<file path="src/rtl/ram4_pkg.sv">
// ram4_pkg: constants shared by the ram4 bank and the RAM8/RAM64 levels
// built on top of it.
//   DATA_W  default word width
//   ADDR_W  word-select width of one four-word bank
//   DEPTH   words per bank
//   decode  one-hot decode of a bank word select
package ram4_pkg;

   localparam int DATA_W = 16;
   localparam int ADDR_W = 2;
   localparam int DEPTH  = 4;

   function automatic logic [DEPTH-1:0] decode(input logic [ADDR_W-1:0] a);
      logic [DEPTH-1:0] v;
      v    = '0;
      v[a] = 1'b1;
      return v;
   endfunction

endpackage

</file>
<file path="src/rtl/ram4_word_reg.sv">
// word_reg: one WIDTH-bit storage word with synchronous active-high reset
// and load enable.
// Ports:
//   clk    system clock, rising edge
//   reset  synchronous reset, loads RESET_VALUE
//   load   capture in on the next rising edge
//   in     write data
//   out    stored word
module word_reg
   import ram4_pkg::*;
#(
   parameter int               WIDTH       = DATA_W,
   parameter logic [WIDTH-1:0] RESET_VALUE = '0
) (
   input  logic             clk,
   input  logic             reset,
   input  logic             load,
   input  logic [WIDTH-1:0] in,
   output logic [WIDTH-1:0] out
);

   logic [WIDTH-1:0] r_word;

   always_ff @(posedge clk) begin
      if (reset) begin
         r_word <= RESET_VALUE;
      end else if (load) begin
         r_word <= in;
      end
   end

   assign out = r_word;

endmodule

</file>
<file path="src/rtl/ram4.sv">
// ram4: four-word register bank with a single shared address for the
// write and read ports.
// Ports:
//   clk      system clock, rising edge
//   reset    synchronous active-high reset (overrides load)
//   in       write data
//   load     write enable for the addressed word
//   address  word select for both write and read
//   out      combinational read of the addressed word
//   written  sticky per-word flags, set on load, cleared only by reset
module ram4
   import ram4_pkg::*;
#(
   parameter int               WIDTH       = DATA_W,
   parameter logic [WIDTH-1:0] RESET_VALUE = '0
) (
   input  logic              clk,
   input  logic              reset,
   input  logic [WIDTH-1:0]  in,
   input  logic              load,
   input  logic [ADDR_W-1:0] address,
   output logic [WIDTH-1:0]  out,
   output logic [DEPTH-1:0]  written
);

   logic [DEPTH-1:0] w_load;
   logic [WIDTH-1:0] w_words [DEPTH];
   logic [DEPTH-1:0] r_written;

   assign w_load = load ? decode(address) : '0;

   for (genvar k = 0; k < DEPTH; k++) begin : g_word
      word_reg #(
         .WIDTH       (WIDTH),
         .RESET_VALUE (RESET_VALUE)
      ) u_word (
         .clk   (clk),
         .reset (reset),
         .load  (w_load[k]),
         .in    (in),
         .out   (w_words[k])
      );
   end

   // Flags only ever set here; reset is the sole way to clear them.
   always_ff @(posedge clk) begin
      if (reset) begin
         r_written <= '0;
      end else begin
         r_written <= r_written | w_load;
      end
   end

   // Read straight from the stored words; no forwarding of in.
   assign out     = w_words[address];
   assign written = r_written;

endmodule

</file>
<file path="config.mk">
export PLATFORM = sky130hd
export DESIGN_NAME = ram4
export DESIGN_NICKNAME = d
export VERILOG_FILES = /design/src/rtl/ram4_pkg.sv /design/src/rtl/ram4_word_reg.sv /design/src/rtl/ram4.sv
export SDC_FILE = /design/constraint.sdc
export NUM_CORES = 1
export LEC_CHECK = 0
export CAP_MARGIN = 20
export CORE_UTILIZATION = 55
export DETAILED_ROUTE_END_ITERATION = 7
export PLACE_DENSITY = 0.82
export SYNTH_ARGS = -nofsm -noshare
export SYNTH_HDL_FRONTEND = slang
export SYNTH_SLANG_ARGS = --single-unit
</file>
<file path="constraint.sdc">
create_clock -name clk -period 3 [get_ports clk]
set_input_delay 0.75 -clock clk [delete_from_list [all_inputs] [get_ports clk]]
set_output_delay 0.75 -clock clk [all_outputs]
set_load 0.01 [all_outputs]
</file>
==> results.cfg <==
[status]
status = completed

[timing]
rsz0062_at_grt = no
slew_violations = 0
period_minus_slack_ns = 2.98
finalSetupViolCount = 0
period_share_pct = 99.2
fmaxAchievable_mhz = 336
slew_headroom_pct = 66.5
finalHoldViolations = 0
skew_ns = 0
fin_tns_setup_ns = 0
max_slew.worst_pin.slew_ns = 0.503

[routing]
drt-initial-drc-count = 77
vias = 1989
via_per_inst = 5.18
drc = 0
avgRoutedWirePerCell_um = 15.0
ant_nets = 0
drtPass1Iterations = 4
wirelength_um = 5780

[finish]
drive_gt1_share_pct = 14.6
antenna_cells = 0
fin_util_pct = 71.7
fin_cells = 384
syn2layout_area_growth_pct = 22.1
finalNetCount = 330
nFillCells = 381

[worst_setup_path]
cpPeakStageDelay_ns = 0.51
cp_slowest_cell = mux4_2
critPathArrivalTime_ns = 2.23
critPathTopFamily = buffers and inverters
cp_max_fo = 12
cp-end-kind = output pin
critPathLaunchType = input pin
reg2reg_slack_ns = 2.39
crit_buf_inv = 3
critical_path_class = in -> out
cp_cell_sequence = dlygate4sd2_1 > buf_12 > mux4_2 > clkdlybuf4s50_1
cp_data_required_time_ns = 2.25

[floorplanning]
fp-row-count = 26
start_util_pct = 58.7
die_area_mm2 = 0.00590
boundaryPins = 41
die_w_um = 76.8
die_h_um = 76.8
coreArea_mm2 = 0.00524

[synth]
synth_area_per_cell_um2 = 11.7
netlist_instances = 263
synthArstFlopShare_pct = 0
ys_ff_latch = 68
ys_top_cells_by_count = nand2b_1, dfxtp_1, mux2i_1
synth_nets = 284
ys_seq_area_share_pct = 44.2
synth_most_common_cell = nand2b_1
synth_area_leaders = dfxtp_1, mux2i_1, nand2b_1
yosysUniqueCellTypes = 16
synth-main-ff-cell = dfxtp_1
synth_warnings = 0
mappedNetlistArea_mm2 = 0.00308
synth-edff-count = 0
synth_top_area_share_pct = 44.2
synth_largest_area_cell = dfxtp_1

[power_and_ir_drop]
total_power_w = 0.00180
ir_worst_vdd_mv = 0.312
power.density_mw_per_mm2 = 478
p_leak_nw = 1.69

[clock_tree]
worst_skew_pair.late_latency_ns = 0.33
cts.sinks = 68
cts_root_buf = clkbuf_8
cts_inserted_buffers = 9
holdBufCountCts = 0
cts.path.max_buffers = 2
htree_levels = 3
clk_pin_slew_worst_paths_ns = 0.07
cts_tree = built

[min_path]
hold_path_class = reg -> reg

[global_routing]
grt_overflow = 0
grt_first_pass_wirelength_um = 9690
first_global_vias = 2014
grt_max_degree = 85
grt_usage_pct = 21.4
antenna_found_initial = 0

[placed_design]
portBuffers = 40
gp_congestion = 0.671
dp_hpwl_um = 3810
dp_cells = 363

[job]
drv_cap = 0
-- worst min-delay path, stage by stage (launching register included) --
cell and delay, ns:
dfxtp_1 0.31, inv_1 0.04, a21oi_1 0.05
-- cells by family (layout without fill, tap and decap cells) --
logic type / count (synthesis) / in the layout / synth area share, %
buffers and inverters: 25 / 76 / 4.80
multiplexers: 80 / 80 / 32.5
AO/OA/AOI/OAI: 4 / 4 / 0.651
flip-flops: 68 / 68 / 44.2
AND/OR/NAND/NOR: 86 / 86 / 17.8
-- worst paths after layout --
check,to,from,depth (start not counted)
worst max-delay path,out[7],address[1],4
worst min register to register,written[1],written[1],2
worst max register to register,g_word[2].u_word.out[9],g_word[2].u_word.out[9],2
worst min-delay path,written[1],written[1],2
-- what timing repair did --
action / CTS / global route
endpoints found under the setup margin: 16 / 8
gates resized for setup: 4 / 4
buffers inserted: 1 / 4
-- placed cells by master, fill, tap and decap left out, types with 2 or more instances in the layout --
cell type	n
dfxtp_1	68
a21oi_1	4
mux4_2	16
clkdlybuf4s50_1	32
dlygate4sd2_1	3
buf_12	3
clkinv_2	2
dlymetal6s2s_1	4
mux2i_1	64
buf_4	12
inv_1	4
clkbuf_8	10
nand3b_1	2
clkbuf_1	4
nand2b_1	80
-- state kept, by name, indices dropped and copies added (netlist names) --
signal / cells
written: 4
g_word.u_word.out: 64
-- per-stage QoR --
step	cell area (um^2)	hold WS, ns	setup WS (ns)
2_1_floorplan	3080	0.445	0.716
3_3_place_gp	3550	0.431	-0.248
3_5_place_dp	3550	0.439	-0.248
4_1_cts	3720	0.448	0.0186
5_1_grt	3760	0.475	0.00370
6_report	3760	0.443	0.0248
-- layer usage --
layer | GRT usage (%) | up-vias | part of all wire [%]
li1 | - | 998 | -
met1 | 26.1 | 960 | 46
met2 | 35.5 | 29 | 50
met3 | 6.90 | 2 | 3.2
met4 | 6.92 | 0 | 0.36
met5 | 0 | - | 0
-- power breakdown --
group / internal [W] / switching, W
Combinational: 0.000125 / 0.0000896
Clock: 0.000321 / 0.000309
Sequential: 0.000936 / 0.0000164
-- cell type report --
class | count | area (um^2) | share of cell area (%)
repair buffers | 56 | 563 | 15.0
clock inverters | 2 | 10.0 | 0.266
multi-input cells | 170 | 1570 | 41.7
clock buffers | 14 | 153 | 4.06
well taps | 70 | 87.6 | 2.33
flip-flops and latches | 68 | 1360 | 36.2
inverters | 4 | 15.0 | 0.400
No activity file was read; power rests on OpenSTA's default activity.
